## src/rtl/prince_inv_sbox_cms_pipe.sv

```systemverilog
// 2-share CMS-masked PRINCE inverse S-box; PRINCE_SBOX_DIR_SEL_EN adds fwd_i to select the forward S-box.
// Latency 2 cycles, 1 result/cycle; a low out_ready_i freezes both stages and holds the output shares.
module prince_inv_sbox_cms_pipe #(
    parameter bit RST_DATA = 1'b1
) (
    input  logic        clk,
    input  logic        rst_n,
    input  logic        in_valid_i,
    output logic        in_ready_o,
    input  logic [3:0]  x_sh0_i,
    input  logic [3:0]  x_sh1_i,
    input  logic [31:0] rand_i,
`ifdef PRINCE_SBOX_DIR_SEL_EN
    input  logic        fwd_i,
`endif
    output logic        out_valid_o,
    input  logic        out_ready_i,
    output logic [3:0]  y_sh0_o,
    output logic [3:0]  y_sh1_o
);

    // ANF coefficients of one output bit; index bit3=x, bit2=y, bit1=z, bit0=w.
    function automatic logic [15:0] anf_of(input logic [63:0] tbl, input int k);
        logic [15:0] f;
        for (int m = 0; m < 16; m++) f[4'(m)] = tbl[6'(4 * m + k)];
        for (int i = 0; i < 4; i++)
            for (int m = 0; m < 16; m++)
                if (((m >> i) & 1) == 1) f[4'(m)] = f[4'(m)] ^ f[4'(m ^ (1 << i))];
        return f;
    endfunction

    // Domain d=(a,b,c) picks x share a, y share b, z share c. A monomial containing w
    // borrows the first absent x/y/z variable's domain bit as its w share index, so
    // each share-expanded term of each monomial lands in exactly one domain.
    function automatic logic dom_bit(input logic [15:0] anf, input logic [2:0] d,
                                     input logic [3:0] s0, input logic [3:0] s1);
        logic       acc;
        logic       t;
        logic       ok;
        logic       wsel;
        logic [3:0] mm;
        int         wv;
        acc = anf[0] && (d == 3'd0);
        for (int m = 1; m < 15; m++) begin
            mm   = 4'(m);
            t    = 1'b1;
            ok   = 1'b1;
            wsel = 1'b0;
            wv   = 0;
            if (mm[0]) begin
                for (int v = 1; v < 4; v++) begin
                    if (!mm[2'(v)] && wv == 0) begin
                        wv   = v;
                        wsel = d[2'(v - 1)];
                    end
                end
            end
            for (int v = 1; v < 4; v++) begin
                if (mm[2'(v)]) t = t & (d[2'(v - 1)] ? s1[2'(v)] : s0[2'(v)]);
                else if (v != wv && d[2'(v - 1)]) ok = 1'b0;
            end
            if (mm[0]) t = t & (wsel ? s1[0] : s0[0]);
            if (anf[4'(m)] && ok) acc = acc ^ t;
        end
        return acc;
    endfunction

    localparam logic [63:0] INV_TBL = 64'h1CE5_046A_98DF_237B;
    localparam logic [3:0][15:0] ANF_INV = {anf_of(INV_TBL, 3), anf_of(INV_TBL, 2),
                                            anf_of(INV_TBL, 1), anf_of(INV_TBL, 0)};
`ifdef PRINCE_SBOX_DIR_SEL_EN
    localparam logic [63:0] FWD_TBL = 64'h4D5E_0876_19CA_23FB;
    localparam logic [3:0][15:0] ANF_FWD = {anf_of(FWD_TBL, 3), anf_of(FWD_TBL, 2),
                                            anf_of(FWD_TBL, 1), anf_of(FWD_TBL, 0)};
`endif

    logic            r_v1;
    logic            r_v2;
    logic [3:0][7:0] r_d1;
    logic [3:0]      r_y0;
    logic [3:0]      r_y1;

    logic            w_rdy1;
    logic            w_ld1;
    logic            w_ld2;
    logic [3:0][15:0] w_anf;
    logic [3:0][7:0] w_d1_nxt;
    logic [3:0][7:0] w_e;
    logic [3:0]      w_y0;
    logic [3:0]      w_y1;

    assign w_rdy1      = !r_v2 || out_ready_i;
    assign in_ready_o  = !r_v1 || w_rdy1;
    assign w_ld1       = in_valid_i && in_ready_o;
    assign w_ld2       = r_v1 && w_rdy1;
    assign out_valid_o = r_v2;
    assign y_sh0_o     = r_y0;
    assign y_sh1_o     = r_y1;

    always_comb begin
        w_anf = ANF_INV;
`ifdef PRINCE_SBOX_DIR_SEL_EN
        if (fwd_i) w_anf = ANF_FWD;
`endif
        w_d1_nxt = '0;
        for (int k = 0; k < 4; k++)
            for (int d = 0; d < 8; d++)
                w_d1_nxt[k][d] = dom_bit(w_anf[k], 3'(d), x_sh0_i, x_sh1_i);
    end

    // Ring refresh: every random bit enters two neighbouring domains, so it cancels in the XOR.
    always_comb begin
        logic [7:0] r;
        w_e = '0;
        w_y0 = '0;
        w_y1 = '0;
        for (int k = 0; k < 4; k++) begin
            r = rand_i[8 * k +: 8];
            for (int d = 0; d < 8; d++)
                w_e[k][d] = r_d1[k][d] ^ r[3'(d)] ^ r[3'(d + 7)];
            w_y0[k] = ^w_e[k][3:0];
            w_y1[k] = ^w_e[k][7:4];
        end
    end

    always_ff @(posedge clk or negedge rst_n) begin
        if (!rst_n) begin
            r_v1 <= 1'b0;
            r_v2 <= 1'b0;
        end else begin
            if (w_ld1)       r_v1 <= 1'b1;
            else if (w_rdy1) r_v1 <= 1'b0;
            if (w_ld2)            r_v2 <= 1'b1;
            else if (out_ready_i) r_v2 <= 1'b0;
        end
    end

    if (RST_DATA) begin : g_data_rst
        always_ff @(posedge clk or negedge rst_n) begin
            if (!rst_n) begin
                r_d1 <= '0;
                r_y0 <= '0;
                r_y1 <= '0;
            end else begin
                if (w_ld1) r_d1 <= w_d1_nxt;
                if (w_ld2) begin
                    r_y0 <= w_y0;
                    r_y1 <= w_y1;
                end
            end
        end
    end else begin : g_data_norst
        always_ff @(posedge clk) begin
            if (w_ld1) r_d1 <= w_d1_nxt;
            if (w_ld2) begin
                r_y0 <= w_y0;
                r_y1 <= w_y1;
            end
        end
    end

endmodule

```

## config.mk

```make
export PLATFORM = sky130hd
export DESIGN_NAME = prince_inv_sbox_cms_pipe
export DESIGN_NICKNAME = d
export VERILOG_FILES = /design/src/rtl/prince_inv_sbox_cms_pipe.sv
export SDC_FILE = /design/constraint.sdc
export NUM_CORES = 1
export LEC_CHECK = 0
export CAP_MARGIN = 15
export CORE_MARGIN = 10
export CORE_UTILIZATION = 25
export CTS_CLUSTER_DIAMETER = 60
export DETAILED_ROUTE_END_ITERATION = 7
export PLACE_DENSITY = 0.77
export SLEW_MARGIN = 20
export SYNTH_ARGS = -nofsm -noshare
export SYNTH_HDL_FRONTEND = slang
export SYNTH_SLANG_ARGS = --single-unit
```

## constraint.sdc

```tcl
create_clock -name clk -period 1.26 [get_ports clk]
set_input_delay 0.252 -clock clk [delete_from_list [all_inputs] [get_ports clk]]
set_output_delay 0.252 -clock clk [all_outputs]
set_load 0.01 [all_outputs]
```

* Yosys cells after proc, flatten, opt, wreduce, memory -nomap -nowiden *
Index checks and enable logic that the tools add are counted.

cells by class
  mux-type cells = 4
  bitwise logic cells = 12
  reductions and logical operators = 16

operators with widths
  cell               number
  $reduce_xor 4->1   8
  $xor 1x1->1        12
  $mux 1             4
  $reduce_bool 2->1  2
  $logic_and 1x1->1  2
  $logic_not 1->1    2
  $logic_or 1x1->1   2

storage, ports and cells
  register bits = 10
  output and inout port bits = 10
  word-level logic and storage cells = 36

* Depth between registers and ports, before layout *
Gate-level depths: netlist of the first run.

  depth after elaboration = 5
  gate-level depth with buffers = 3

* Least setup slack after synthesis of the first run *
OpenSTA, ideal clock, no wires.

  kind = register to register
  from = register r_v2, in the netlist out_valid_o
  to = register r_y0[0], in the netlist y_sh0_o[0]
  setup time = 125 ps
  arrival time = 938 ps
  setup slack = 197 ps
  cell stages (with the launch flop) = 4
  buffers on the path = 0
  period minus slack after synthesis = 1063 ps
  cells stage by stage = dfrtp_1 > nand2b_4 > nand2_4 > mux2_4

between the ends
  cells in the longest elaborated chain, start to end = 3

ends and longest elaborated chain
  what                      line  text
  start: declaration        78    logic r_v2;
  start signal: assignment  129   r_v2 <= 1'b0;
  start signal: assignment  133   if (w_ld2) r_v2 <= 1'b1;
  start signal: assignment  134   else if (out_ready_i) r_v2 <= 1'b0;
  $logic_not 1->1           92    assign w_rdy1 = !r_v2 || out_ready_i;
  $logic_or 1x1->1          92
  $logic_and 1x1->1         95    assign w_ld2 = r_v1 && w_rdy1;
  end signal: assignment    147   r_y0 <= w_y0;
  end: declaration          80    logic [3:0] r_y0;

Every way passes these cells.
A chain may end at the register's enable or synchronous reset.

* Worst setup path after layout of the first run *
  from = register r_v2, in the netlist out_valid_o
  to = output in_ready_o

between the ends
  cells in the longest elaborated chain, start to end = 3

ends and longest elaborated chain
  what              line  text
  $logic_not 1->1   92
  $logic_or 1x1->1  92
  $logic_or 1x1->1  93    assign in_ready_o = !r_v1 || w_rdy1;
  end: declaration  9     output logic in_ready_o,

Every way passes these cells.

==> results of run 1 <==
==> kinds of logic after synthesis <==
group / count (synthesis) / synth area share
flip-flops: 10 / 0.554
multiplexers: 8 / 0.266
XOR/XNOR: 4 / 0.0776
AND/OR/NAND/NOR: 5 / 0.103
==> power groups by stage <==
stage	combinational [mW]	sequential [mW]	clock, mW
CTS	0.281	0.406	0.222
floorplan	0.114	0.439	0
global route	0.295	0.411	0.239
global placement	0.315	0.411	0
detailed placement	0.321	0.413	0
finish	0.274	0.405	0.208
==> registers in the layout, summed over array words and instances, names as in the netlist <==
| register | count |
|---|---|
| out_valid_o | 1 |
| y_sh1_o | 4 |
| y_sh0_o | 4 |
| r_v1 | 1 |
==> metrics by stage <==
stage | util | setup slack [ns]
final | 0.409 | 0.0628
after floorplan | - | 0.197
after CTS | 0.409 | 0.0110
after global routing | 0.409 | 0.0108
after global placement | 0.406 | -0.377
after detailed placement | 0.406 | -0.403
==> worst paths after layout <==
path | endpoint | cells past startpoint | slack [ns] | from
min in group clk | r_v1 | 3 | 0.43 | out_ready_i
max reg2reg | y_sh1_o[1] | 3 | 0.16 | r_v1
min reg2reg | y_sh0_o[1] | 1 | 0.50 | y_sh0_o[1]
max | in_ready_o | 2 | 0.06 | out_valid_o
max in group asynchronous | y_sh0_o[1] | 1 | 0.63 | rst_n
min | out_valid_o | 1 | 0.32 | rst_n
==> placed cells by master (no fill, tap or decap), drive strengths merged <==
cell type and count:
clkdlybuf4s50 10, mux2 8, nand2b 2, clkbuf 3
dfrtp 10, xor2 4, dlygate4sd2 9, nand2 1
buf 2, nand3b 1, or2b 1, clkdlybuf4s15 1
==> metal layers <==
layer	wire length [um]	track usage
met5	0	0
met3	83	0.0341
met4	0	0.0168
met1	487	0.0579
met2	484	0.0872
==> layout make-up <==
| type | instances | area [um^2] |
|---|---|---|
| clock buffer | 3 | 22.5 |
| fill | 174 | 1020 |
| multi-input combinational | 17 | 201 |
| sequential | 10 | 250 |
| tap | 25 | 31.3 |
| timing repair buffer | 22 | 201 |
==> repair_timing <==
action,4_1_cts,5_1_grt
hold buffers,0,0
endpoints found under the setup margin,10,1
pin swaps,0,0
gates resized for setup,14,1
==> results_dict.tcl, run 1 <==
set metrics [dict create \
    status "completed" \
    die_x_um 62.5 \
    path_class "reg2out" \
    synth_top_area_cell "dfrtp_1" \
    rsz0062_at_grt "no" \
    place_inst 74 \
    crit_chain "nand3b_1 -> buf_2" \
    ys_types 8 \
    grt_use_total 0.0545 \
    max_cap_violations 0 \
    seqPwrFrac 0.457 \
    firstDrtPassIters 2 \
    ys_warn_count 0 \
    clk_pin_slew_ns 0.06 \
    finalSetupTns_ns 0 \
    async_reset_ff_frac 1.00 \
    finalHoldViolations 0 \
    ios 54 \
    post_synth_inst_count 27 \
    skew_ns 0.000996 \
    p_int_uw 657 \
    antenna_cells 0 \
    min_path_type "in2async" \
    slowest_stage "dfrtp_1" \
    p_clk_frac 0.234 \
    die_y_um 62.5 \
    postPlaceCellArea_um2 701 \
    worstSetupEndpointType "primary output" \
    power_uw 887 \
    dp_hpwl_um 821 \
    cts_buffers 3 \
    irDropWorstVdd_v 0.000430 \
    synthTopCellsByArea "dfrtp_1 (55%), mux2_4 (27%), xor2_1 (7.8%)" \
    seq_area_frac_synth 0.554 \
    slew_headroom 0.693 \
    start_kind "flip-flop" \
    clock_latency_ns 0.25 \
    cts_buffer_depth 2 \
    drc 0 \
    setup_viol 0 \
    die_area_mm2 0.00391 \
    grt_pass1_wl_um 1700 \
    routed_wl_um 1060 \
    yosys.area.top_type_share 0.554 \
    power_density_mw_per_mm2 1250 \
    yosysMostFrequentCell "dfrtp_1" \
    vias_per_cell 4.04 \
    vias 311 \
    crit_family "flip-flops" \
    avgSynthCellArea_um2 16.7 \
    slew_violations 0 \
    cts_setup_buffers 0 \
    num-nets-final 98 \
    gp_congestion 0.704 \
    syn-cell-area_um2 452 \
    fin_area_um2 707 \
    leakagePower_nw 0.337 \
    post-route-period-util 0.950 \
    syn_nets 71 \
    cp.required_ns 1.01 \
    cts_tree "built" \
    p_switching_uw 230 \
    ctsHtreeMaxLevel 1 \
    synthToLayoutAreaGrowth_pct 56.5 \
    worst_pin_slew_ns 0.459 \
    portBuffers 21 \
    drt-initial-drc-count 5 \
    start_util 0.262 \
    finalCriticalPeriod_ns 1.20 \
    synth_edf_count 0 \
    ys_ff_latch 10 \
    swShare 0.259 \
    dominantRegCellSynth "dfrtp_1" \
    grt-ovfl-total 0 \
    grt_max_degree 11 \
    fmax_mhz 835 \
    path_buf_inv 1 \
    yosys-top-cells-count "dfrtp_1 (10), mux2_4 (8), xor2_1 (4)" \
    whs_ns 0.315 \
    clk_root_buffer_cell "clkbuf_4" \
    path_max_fanout 3 \
    drive_gt1_frac 0.288 \
    row_count 15 \
    arrival_ns 0.95 \
    fin_cells 77 \
    coreArea_mm2 0.00173 \
    grt_pass1_vias 363 \
    cts.sink_count 10 \
    max_stage_delay_ns 0.42 \
    p_comb_frac 0.309 \
    antenna_found_initial 0 \
    wl_per_cell_um 13.7 \
    ant_nets 0 \
]
No activity file was read; power rests on OpenSTA's default activity.
==> run 2: changes to the inputs <==
--- a/config.mk
+++ b/config.mk
@@ -11,6 +11,7 @@
 export CTS_CLUSTER_DIAMETER = 60
 export DETAILED_ROUTE_END_ITERATION = 7
 export PLACE_DENSITY = 0.77
+export SKIP_LAST_GASP = 1
 export SLEW_MARGIN = 20
 export SYNTH_ARGS = -nofsm -noshare
 export SYNTH_HDL_FRONTEND = slang
==> run 2 against run 1 <==
Against the previous run:
- combinational power about the same
- setup slack better by 0.00086 ns
- clock power about the same
==> results_dict.tcl, run 2 (synthesis results as in run 1) <==
set metrics [dict create \
    status "completed" \
    firstDrtPassIters 2 \
    post-route-period-util 0.949 \
    register_area_um2 250 \
    ios 54 \
    nFillCells 174 \
    portBuffers 21 \
    grt_pass1_vias 363 \
    num-nets-final 98 \
    worstSetupEndpointType "primary output" \
    drc 0 \
    grt_max_degree 11 \
    skew_ns 0.00102 \
    routed_wl_um 1080 \
    maxUsedRoutingLayer "met3" \
    worst_pin_slew_ns 0.460 \
    crit_chain "nand3b_1 -> buf_2" \
    whs_ns 0.316 \
    synthToLayoutAreaGrowth_pct 57.3 \
    arrival_ns 0.94 \
    start_kind "flip-flop" \
    row_count 15 \
    cts_buffer_depth 2 \
    leakagePower_nw 0.345 \
    clk_pin_slew_ns 0.06 \
    irDropWorstVdd_v 0.000430 \
    slew_violations 0 \
    grt-ovfl-total 0 \
    cts_buffers 3 \
    setup_viol 0 \
    finalCriticalPeriod_ns 1.20 \
    cts.sink_count 10 \
    wl_met1_um 492 \
    fin_area_um2 711 \
    power_density_mw_per_mm2 1250 \
    cts_tree "built" \
    start_util 0.262 \
    clk_root_buffer_cell "clkbuf_4" \
    fin_cells 77 \
    antenna_cells 0 \
    dr_wl_met2_um 499 \
    path_max_fanout 3 \
    ctsHtreeMaxLevel 1 \
    finalHoldViolations 0 \
    post-place-ws_ns -0.403 \
    postPlaceCellArea_um2 701 \
    power_uw 887 \
    clock_latency_ns 0.25 \
    wl_per_cell_um 14.0 \
    antenna_found_initial 0 \
    fin_ws_ns 0.0636 \
    vias_per_cell 4.05 \
    cp.required_ns 1.01 \
    place_inst 74 \
    die_area_mm2 0.00391 \
    coreArea_mm2 0.00173 \
    grt_pass1_wl_um 1700 \
    slowest_stage "dfrtp_1" \
    die_x_um 62.5 \
    ant_nets 0 \
    rsz0062_at_grt "no" \
    fmax_mhz 836 \
    slew_headroom 0.693 \
    max_cap_violations 0 \
    min_path_type "in2async" \
    holdBufCountCts 0 \
    multiInputGateArea_um2 201 \
    wl_met3_um 83 \
    grt_use_total 0.0545 \
    vias 312 \
    layout_common_cells "clkdlybuf4s50_1 (10), dfrtp_1 (10), mux2_4 (8), dlygate4sd2_1 (8), xor2_1 (4)" \
    drt-initial-drc-count 5 \
    drive_gt1_frac 0.288 \
    dp_hpwl_um 821 \
    die_y_um 62.5 \
    path_class "reg2out" \
    max_stage_delay_ns 0.42 \
    gp_congestion 0.704 \
]
[run 2: final timing paths]
kind | start | endpoint | slack [ns] | cells past startpoint
hold reg to reg | y_sh0_o[1] | y_sh0_o[1] | 0.50 | 1
setup / recovery | out_valid_o | in_ready_o | 0.06 | 2
setup reg to reg | r_v1 | y_sh1_o[1] | 0.16 | 3
hold / removal | rst_n | out_valid_o | 0.32 | 1
max in group asynchronous | rst_n | y_sh0_o[1] | 0.63 | 1
min in group clk | out_ready_i | r_v1 | 0.33 | 3
[run 2: metal layers]
layer,vias up,track usage
li1,143,-
met1,156,0.0579
met2,13,0.0872
met3,0,0.0341
met4,0,0.0168
met5,-,0
[run 2: worst max-delay path: cells and delay by family, from the launching register on]
family        cells  cell delay [ns]
simple gates      1             0.13
buf+inv           1             0.14
flops             1             0.42
[run 2: metrics by stage]
stage,util,setup TNS (ns)
5_1_grt,0.412,0
6_report,0.412,0
3_3_place_gp,0.406,-1.60
3_5_place_dp,0.406,-1.81
4_1_cts,0.412,-0.152
2_1_floorplan,-,0
[run 2: area by class of cell]
type	instances	area share
clock buffers	3	0.0317
flip-flops and latches	10	0.352
well taps	25	0.0440
repair buffers	22	0.289
multi-input cells	17	0.283
[run 2: report_power, final]
group,internal (mW),total (mW),switching (mW)
sequential,0.376,0.405,0.0289
combinational,0.172,0.274,0.103
clock,0.110,0.208,0.0979
total,0.658,0.887,0.230
[run 2: repair_timing]
item                                    in CTS  in global routing
endpoints found under the setup margin      10                  2
resized for setup                           10                  5
setup buffers                                0                  0
gates cloned                                 0                  0
==> run 3: changes to the inputs <==
--- a/config.mk
+++ b/config.mk
@@ -6,6 +6,7 @@
 export NUM_CORES = 1
 export LEC_CHECK = 0
 export CAP_MARGIN = 15
+export CORE_ASPECT_RATIO = 0.8
 export CORE_MARGIN = 10
 export CORE_UTILIZATION = 25
 export CTS_CLUSTER_DIAMETER = 60
==> run 3 against run 2 <==
Against the previous run:
- core utilization grew 2.6 points
- clock power grew 33%
- first-iteration DRC count grew 80%
- final cell count shrank 1.3%
- clock skew grew 0.0014 ns
- largest cell class unchanged
==> results_dict.tcl, run 3 (synthesis results as in run 1) <==
set metrics [dict create \
    status "completed" \
    drt-initial-drc-count 9 \
    setup_viol 0 \
    row_count 13 \
    power_density_mw_per_mm2 1320 \
    fin_ws_ns 0.0253 \
    skew_ns 0.00240 \
    fmax_mhz 810 \
    cts_tree "built" \
    finalCriticalPeriod_ns 1.23 \
    multiInputGateArea_um2 210 \
    cp.required_ns 1.01 \
    antenna_found_initial 0 \
    clock_latency_ns 0.26 \
    grt_use_total 0.0604 \
    slew_headroom 0.859 \
    start_kind "input port" \
    dp_hpwl_um 794 \
    firstDrtPassIters 2 \
    cts_buffers 3 \
    routed_wl_um 1020 \
    coreArea_mm2 0.00168 \
    leakagePower_nw 0.348 \
    slew_violations 0 \
    layout_common_cells "clkdlybuf4s50_1 (11), dfrtp_1 (10), mux2_4 (8), dlygate4sd2_1 (8), xor2_1 (4)" \
    post-route-period-util 0.980 \
    path_max_fanout 2 \
    vias 288 \
    worstSetupEndpointType "primary output" \
    postPlaceCellArea_um2 712 \
    path_class "in2out" \
    drive_gt1_frac 0.333 \
    portBuffers 21 \
    ant_nets 0 \
    register_area_um2 250 \
    vias_per_cell 3.79 \
    clk_root_buffer_cell "clkbuf_4" \
    final_common_cell "clkdlybuf4s50_1" \
    fin_area_um2 733 \
    grt_pass1_vias 345 \
    gp_congestion 0.699 \
    die_x_um 67.5 \
    min_path_type "in2async" \
    cts_setup_buffers 0 \
    grt-ovfl-total 0 \
    die_area_mm2 0.00392 \
    arrival_ns 0.98 \
    drc 0 \
    antenna_cells 0 \
    grt_pass1_wl_um 1770 \
    num-nets-final 99 \
    power_uw 966 \
    grt_max_degree 11 \
    rsz0062_at_grt "yes" \
    whs_ns 0.276 \
    die_y_um 58.0 \
    finalHoldViolations 0 \
    start_util 0.270 \
    cts_buffer_depth 2 \
    clk_pin_slew_ns 0.06 \
    nFillCells 161 \
    cts.sink_count 10 \
    final_core_util 0.438 \
    synthToLayoutAreaGrowth_pct 62.3 \
    worst_pin_slew_ns 0.212 \
    max_cap_violations 0 \
    post-place-ws_ns -0.390 \
    ios 54 \
    wl_per_cell_um 13.4 \
    ctsHtreeMaxLevel 1 \
    irDropWorstVdd_v 0.000693 \
]
[run 3: cell types whose count changed in the layout (fill, tap and decap cells not counted)]
| cell | delta |
|---|---|
| buf_6 | +1 |
| clkbuf_2 | +1 |
| clkbuf_8 | +1 |
| clkdlybuf4s15_1 | -1 |
| clkdlybuf4s50_1 | +1 |
| dlymetal6s2s_1 | -1 |
| nand2_4 | -1 |
| nand2_8 | +1 |
[run 3: critical path: stages]
cell	delay [ns]
clkdlybuf4s50_1	0.47
nand3b_1	0.12
clkbuf_2	0.14
[run 3: layout make-up]
type | count | share of cell area
Clock buffer | 4 | 0.0495
Multi-Input combinational cell | 17 | 0.287
Tap cell | 22 | 0.0375
Sequential cell | 10 | 0.341
Timing Repair Buffer | 23 | 0.285
[run 3: worst paths after layout]
path | end | cells past startpoint | startpoint | slack [ns]
worst min-delay path | out_valid_o | 2 | rst_n | 0.28
worst min register to register | y_sh0_o[0] | 1 | y_sh0_o[0] | 0.50
min in group clk | y_sh0_o[0] | 1 | y_sh0_o[0] | 0.50
worst max register to register | y_sh1_o[3] | 4 | out_valid_o | 0.12
max in group asynchronous | y_sh1_o[3] | 2 | rst_n | 0.84
worst max-delay path | in_ready_o | 3 | out_ready_i | 0.03
[run 3: per-layer routing]
layer	GRT usage	part of all wire	vias to the layer above
met5	0	0	-
met4	0.00877	0	0
met3	0.0537	0.13	0
met2	0.0830	0.42	14
met1	0.0698	0.45	128
li1	-	-	146
[run 3: report_power, final]
group / internal, mW / switching [mW] / leakage (nW)
sequential: 0.376 / 0.0307 / 0.115
combinational: 0.177 / 0.105 / 0.212
clock: 0.175 / 0.102 / 0.0210
[run 3: stage by stage]
step / TNS (ns) / std cells
4_1_cts: -0.399 / 77
3_5_place_dp: -1.77 / 73
3_3_place_gp: -1.67 / 73
6_report: 0 / 76
5_1_grt: -0.0328 / 76
2_1_floorplan: 0 / 27
[run 3: repair_timing]
item,in CTS,in global routing
hold buffers,0,0
endpoints found under the hold margin,0,0
gates resized for setup,13,4
endpoints found under the setup margin,18,9
